**src/rtl/mest_result_collector.sv**
```systemverilog
// Collects processor results into a FIFO for a downstream consumer, tracking
// run totals, dropped results and zero-flag consistency across a collection run.
module mest_result_collector #(
    parameter  int DATA_W = 8,
    parameter  int DEPTH  = 16,
    localparam int AW     = $clog2(DEPTH)
) (
    input  logic              clk,
    input  logic              i_reset,
    input  logic              i_start,
    input  logic [DATA_W-1:0] i_result,
    input  logic              i_valid_result,
    input  logic              i_carry,
    input  logic              i_zero_flag,
    input  logic              i_all_done,
    input  logic              i_rd_ready,
    output logic              o_rd_valid,
    output logic [DATA_W+1:0] o_rd_data,
    output logic [AW:0]       o_count,
    output logic [15:0]       o_total,
    output logic              o_overflow,
    output logic              o_zero_err,
    output logic              o_done
);

    localparam logic [AW:0] FULL_CNT = (AW+1)'(DEPTH);

    typedef enum logic [1:0] {IDLE, COLLECT, DRAIN, DONE} state_t;

    state_t            state_q, state_d;
    logic [AW-1:0]     wr_ptr_q, wr_ptr_d, rd_ptr_q, rd_ptr_d;
    logic [AW:0]       count_q, count_d;
    logic [15:0]       total_q, total_d;
    logic              overflow_q, overflow_d;
    logic              zero_err_q, zero_err_d;
    logic              done_q, done_d;
    logic              push, pop, full, start_ok;
    logic [DATA_W+1:0] mem [DEPTH];

    always_comb begin
        state_d    = state_q;
        wr_ptr_d   = wr_ptr_q;
        rd_ptr_d   = rd_ptr_q;
        count_d    = count_q;
        total_d    = total_q;
        overflow_d = overflow_q;
        zero_err_d = zero_err_q;

        start_ok = i_start && (state_q == IDLE || state_q == DONE);
        full     = (count_q == FULL_CNT);
        pop      = (count_q != '0) && i_rd_ready;
        // A full FIFO still accepts a result when the head leaves on the same edge.
        push     = (state_q == COLLECT) && i_valid_result && (!full || pop);

        if (pop)
            rd_ptr_d = rd_ptr_q + 1'b1;
        if (push) begin
            wr_ptr_d = wr_ptr_q + 1'b1;
            total_d  = total_q + 16'd1;
            if (i_zero_flag != (i_result == '0))
                zero_err_d = 1'b1;
        end
        if (push && !pop)
            count_d = count_q + 1'b1;
        else if (pop && !push)
            count_d = count_q - 1'b1;

        if ((state_q == COLLECT) && i_valid_result && full && !pop)
            overflow_d = 1'b1;

        case (state_q)
            COLLECT: if (i_all_done) state_d = DRAIN;
            DRAIN:   if (count_d == '0) state_d = DONE;
            default: ;
        endcase

        if (start_ok) begin
            state_d    = COLLECT;
            wr_ptr_d   = '0;
            rd_ptr_d   = '0;
            count_d    = '0;
            total_d    = '0;
            overflow_d = 1'b0;
            zero_err_d = 1'b0;
        end

        done_d = (state_d == DONE);
    end

    always_ff @(posedge clk or posedge i_reset) begin
        if (i_reset) begin
            state_q    <= IDLE;
            wr_ptr_q   <= '0;
            rd_ptr_q   <= '0;
            count_q    <= '0;
            total_q    <= '0;
            overflow_q <= 1'b0;
            zero_err_q <= 1'b0;
            done_q     <= 1'b0;
        end else begin
            state_q    <= state_d;
            wr_ptr_q   <= wr_ptr_d;
            rd_ptr_q   <= rd_ptr_d;
            count_q    <= count_d;
            total_q    <= total_d;
            overflow_q <= overflow_d;
            zero_err_q <= zero_err_d;
            done_q     <= done_d;
        end
    end

    // Storage is deliberately left unreset; only the pointers define validity.
    always_ff @(posedge clk) begin
        if (push)
            mem[wr_ptr_q] <= {i_carry, i_zero_flag, i_result};
    end

    assign o_rd_valid = (count_q != '0);
    assign o_rd_data  = mem[rd_ptr_q];
    assign o_count    = count_q;
    assign o_total    = total_q;
    assign o_overflow = overflow_q;
    assign o_zero_err = zero_err_q;
    assign o_done     = done_q;

endmodule

```
**config.mk**
```make
export PLATFORM = sky130hd
export DESIGN_NAME = mest_result_collector
export DESIGN_NICKNAME = d
export VERILOG_FILES = /design/src/rtl/mest_result_collector.sv
export SDC_FILE = /design/constraint.sdc
export NUM_CORES = 1
export LEC_CHECK = 0
export BUFFER_PORTS_ARGS = -buffer_cell sky130_fd_sc_hd__buf_2
export CAP_MARGIN = 20
export CORE_UTILIZATION = 60
export DETAILED_ROUTE_END_ITERATION = 12
export PLACE_DENSITY = 0.79
export RECOVER_POWER = 100
export SETUP_SLACK_MARGIN = 0.02
export SYNTH_ARGS = -nofsm -noshare
export SYNTH_HDL_FRONTEND = slang
export SYNTH_SLANG_ARGS = --single-unit
```
**constraint.sdc**
```tcl
create_clock -name clk -period 3.22 [get_ports clk]
set_clock_uncertainty 0.2 [all_clocks]
set_input_delay 0.966 -clock clk [delete_from_list [all_inputs] [get_ports clk]]
set_output_delay 0.966 -clock clk [all_outputs]
set_load 0.05 [all_outputs]
```
Word level (Yosys, flattened, before mapping)
Memory sizes are Yosys's and may differ from the RTL's.
Index checks and enable logic that the tools add are counted.
Storage, ports and cells
  memory bits (writable): 160
  bits of input ports: 16
  ROM bits: 0
  latch bits: 0
  bits in registers: 34
  memories kept: 1
Cells by class
  shifts and indexed selects: 0
  multipliers: 0
  add/sub/neg operators: 5
  equal/unequal tests: 6
  bitwise logic cells: 0
  reduce and logical (&&, ||, !) cells: 22
  div/mod/pow operators: 0
  muxes and demuxes: 20
  $lt $le $gt $ge: 0
Memory list
  mem: depth 16, bits a word 10, rd ports 1, clocked after Yosys merged registers in 0, write ports 1, line 38  | logic [DATA_W+1:0] mem [DEPTH];
Operators with widths (number)
  16-bit 2-to-1 mux: 2
  16-bit by 1-bit adder with 16-bit output (second input constant): 1
  4-bit 2-to-1 mux: 4
  5-bit 2-to-1 mux: 3
  4-bit by 1-bit adder with 4-bit output (second input constant): 2
  1-bit logical AND: 8
  8-bit zero test: 1
  2-bit nonzero test: 4
  1-bit 2-to-1 mux: 7
  2-bit equality test (second input constant): 3
  2-bit 2-to-1 mux: 3
  5-bit by 1-bit adder with 5-bit output (second input constant): 1
  5-bit equality test (second input constant): 1
  5-bit zero test: 1
  5-bit nonzero test: 1
  5-bit by 1-bit subtractor with 5-bit output (second input constant): 1
  2-bit one-hot mux with 2 select lines: 1
  1-bit zero test: 3
  2-bit by 1-bit equality test with 1-bit output (second input constant): 1
  2-bit zero test: 1
  1-bit logical OR: 2
  2-bit AND reduction: 1
  1-bit != test: 1

Depth between registers and ports, before layout
  depth after elaboration: 13
  mapped depth: 8
  mapped depth without buffers: 7

Least setup slack after synthesis
OpenSTA, ideal clock, no wires.
  kind: reg-to-output
  start point: reg rd_ptr_q[0]
  end point: out o_rd_data[0]
  buffers on the path: 2
  path slack: 0.024 ns
  cell stages (with the launch flop): 5
  arrival: 2.030 ns
  data required time: 2.054 ns
  cell sequence: dfrtp_1 -> clkbuf_1 -> buf_2 -> mux4_2 -> mux4_2
On the way
  word-level cells in the longest chain between the ends: 1
Ends and longest elaborated chain
  start: declaration: line 31  | logic [AW-1:0] wr_ptr_q, wr_ptr_d, rd_ptr_q, rd_ptr_d;
  start signal: assignment: line 103  | rd_ptr_q <= rd_ptr_d;
  memory read 16 x 10 bit
  end: declaration: line 18  | output logic [DATA_W+1:0] o_rd_data,
No other way between the ends.

Final worst setup path
Ends and elaborated chain as after synthesis.

==> qor.yml <==
muxShareOfSynthArea_pct: 13.9
setup_viol: 10
critPathKind: "reg2out"
synth_top_family_by_area: "multiplexers"
max_freq_ghz: 0.285
setup-tns-final_ns: -2.60
rows: 42
tritoncts: "built"
grt_pass1_vias: 4799
start_kind: "flip-flop"
cp.required_ns: 2.05
preCtsSetupSlack_ns: 0.117
rsz0062_at_grt: "true"
fillers: 835
leakagePower_uw: 0.00324
netlist_instances: 468
fin_crit_sh_pct: 109
drt-vias-per-instance: 6.33
die_w_um: 119
grt_overflow: 0
drive_above_1_share_pct: 23.2
synthXorXnorAreaFrac_pct: 2.25
portBuffers: 50
hold_buffers: 0
ctsHtreeMaxLevel: 4
drcViolationCount: 0
routed-via-count: 4707
gp_congestion: 0.932
max_slew_margin_pct: 24.0
cts.sinks: 194
firstDrtPassIters: 5
async_reset_ff_share_pct: 17.5
min_period_ns: 3.51
start_util_pct: 61.8
ant_nets: 0
violations: "setup timing"
layout_setup_ws_ns: -0.290
dieArea_mm2: 0.0141
dp_cells: 705
synth_edf_count: 160
worst_pin_slew_ns: 1.14
power_density_mw_per_mm2: 807
ys_types: 52
cp.arrival_ns: 2.34
area_growth_pct: 16.1
drv_cap: 0
antenna_found_initial: 0
final_common_cell: "edfxtp_1"
path_max_fanout: 5
status: "complete, but fails checks"
antenna_cells: 0
fin_cells: 744
clk_latency_ns: 0.43
cts_root_buf: "clkbuf_16"
synth_nets: 495
avgSynthCellArea_um2: 17.5
vdd.ir_drop.worst_mv: 0.609
maxSlewViolCount: 0
synthAdderAreaFrac_pct: 1.68
hold_class: "reg2reg"
synth_ff_type: "edfxtp_1"
clk_pin_slew_worst_paths_ns: 0.07
first_iter_violations: 390
core_mm2: 0.0132
final_cell_mix: "edfxtp_1, mux4_2, clkbuf_1, dfrtp_1, nor2_1"
power_uw: 7670
ioPinCount: 51
routed_wl_um: 18500
ys_ff_latch: 194
dp_hpwl_um: 11600
synth_compound_area_share_pct: 3.75
yosysSeqAreaShare_pct: 69.2
wl_per_cell_um: 24.8
yosys_warnings: 0
cts_buffer_depth: 2
fp.dieH_um: 119
syn_area_mm2: 0.00818
numCtsBuffers: 17
grt_pass1_wl_um: 28000
grt_util_all_layers_pct: 28.0
finalHoldViolCount: 0
synth_simple_gate_area_share_pct: 7.34
final_net_count: 582
grt_max_degree: 28
cp-end-kind: "primary output"
[synth_stat cells (all sizes together) (2+ instances only)]
cell	instances	area share, %
a211oi	4	0.43
a21oi	14	0.86
and2	14	1.1
and4	5	0.54
buf	9	0.76
clkbuf	14	0.64
dfrtp	34	10
edfxtp	160	59
ha	11	1.7
inv	11	0.50
mux4	50	14
nand2	20	0.92
nand3	11	0.67
nand4	7	0.54
nor2	28	1.3
nor2b	2	0.15
nor3	5	0.31
nor3b	3	0.28
nor4	2	0.15
o2111ai	3	0.32
o211ai	2	0.18
o21ai	11	0.67
o22ai	2	0.15
or3	4	0.31
xnor2	11	1.2
xor2	10	1.1
[timing repair]
| item | CTS | global route |
|---|---|---|
| buffers inserted | 4 | 0 |
| gates resized for setup | 24 | 6 |
| endpoints found under the setup margin | 11 | 11 |
| cloned | 2 | 2 |
[worst max-delay path: stages (launching register included)]
cell and delay (ns):
dfrtp_2 0.41, buf_8 0.15, buf_12 0.13, mux4_2 0.51, mux4_2 0.53, buf_8 0.18
[metal layers]
metal | vias to the layer above | track usage (%) | share of wire (%)
li1 | 2033 | - | -
met1 | 2410 | 35.6 | 37
met2 | 229 | 48.9 | 54
met3 | 35 | 5.26 | 7.0
met4 | 0 | 8.86 | 2.2
met5 | - | 0 | 0
[final cells by class]
class	instances	area, µm²	area share, %
Clock inverter	6	38.8	0.408
Sequential cell	194	5660	59.6
Tap cell	176	220	2.32
Inverter	11	41.3	0.435
Clock buffer	26	526	5.53
Timing Repair Buffer	91	662	6.97
Multi-Input combinational cell	240	2350	24.8
[path summary, 6_finish.rpt]
path | slack (ns) | from | end | depth (start not counted)
min in group asynchronous | 0.39 | i_reset | wr_ptr_q[1] | 2
worst max register to register | 0.16 | o_count[1] | mem[15][0] | 7
worst min register to register | 0.31 | o_overflow | o_overflow | 2
worst max-delay path | -0.29 | rd_ptr_q[0] | o_rd_data[0] | 5
worst min-delay path | 0.31 | o_overflow | o_overflow | 2
max in group asynchronous | 0.99 | i_reset | o_done | 3
[registers in the layout, summed over array words and instances, names as in the netlist]
signal      cells
o_done          1
o_zero_err      1
o_overflow      1
rd_ptr_q        4
o_count         5
mem           160
state_q         2
o_total        16
wr_ptr_q        4
[power by group]
part | internal (µW) | switching (µW) | total, µW
Clock | 1130 | 876 | 2010
Sequential | 2830 | 113 | 2940
Combinational | 1220 | 1490 | 2710
Total | 5190 | 2480 | 7670
[kinds of logic after synthesis]
family	count (synthesis)
AOI/OAI and AO/OA	46
xor gates and xnor gates	21
adders and majority gates	11
buffers and inverters	34
DFF	194
muxes	51
and+or+nand+nor	111
[stage by stage]
step	utilization [%]	hold WS, ns	instance area [µm²]
6_report	71.7	0.310	9500
5_1_grt	71.7	0.363	9500
4_1_cts	72.8	0.313	9650
3_5_place_dp	67.2	0.284	8900
3_3_place_gp	67.2	0.285	8900
2_1_floorplan	-	0.336	8180
No activity file was read; power rests on OpenSTA's default activity.
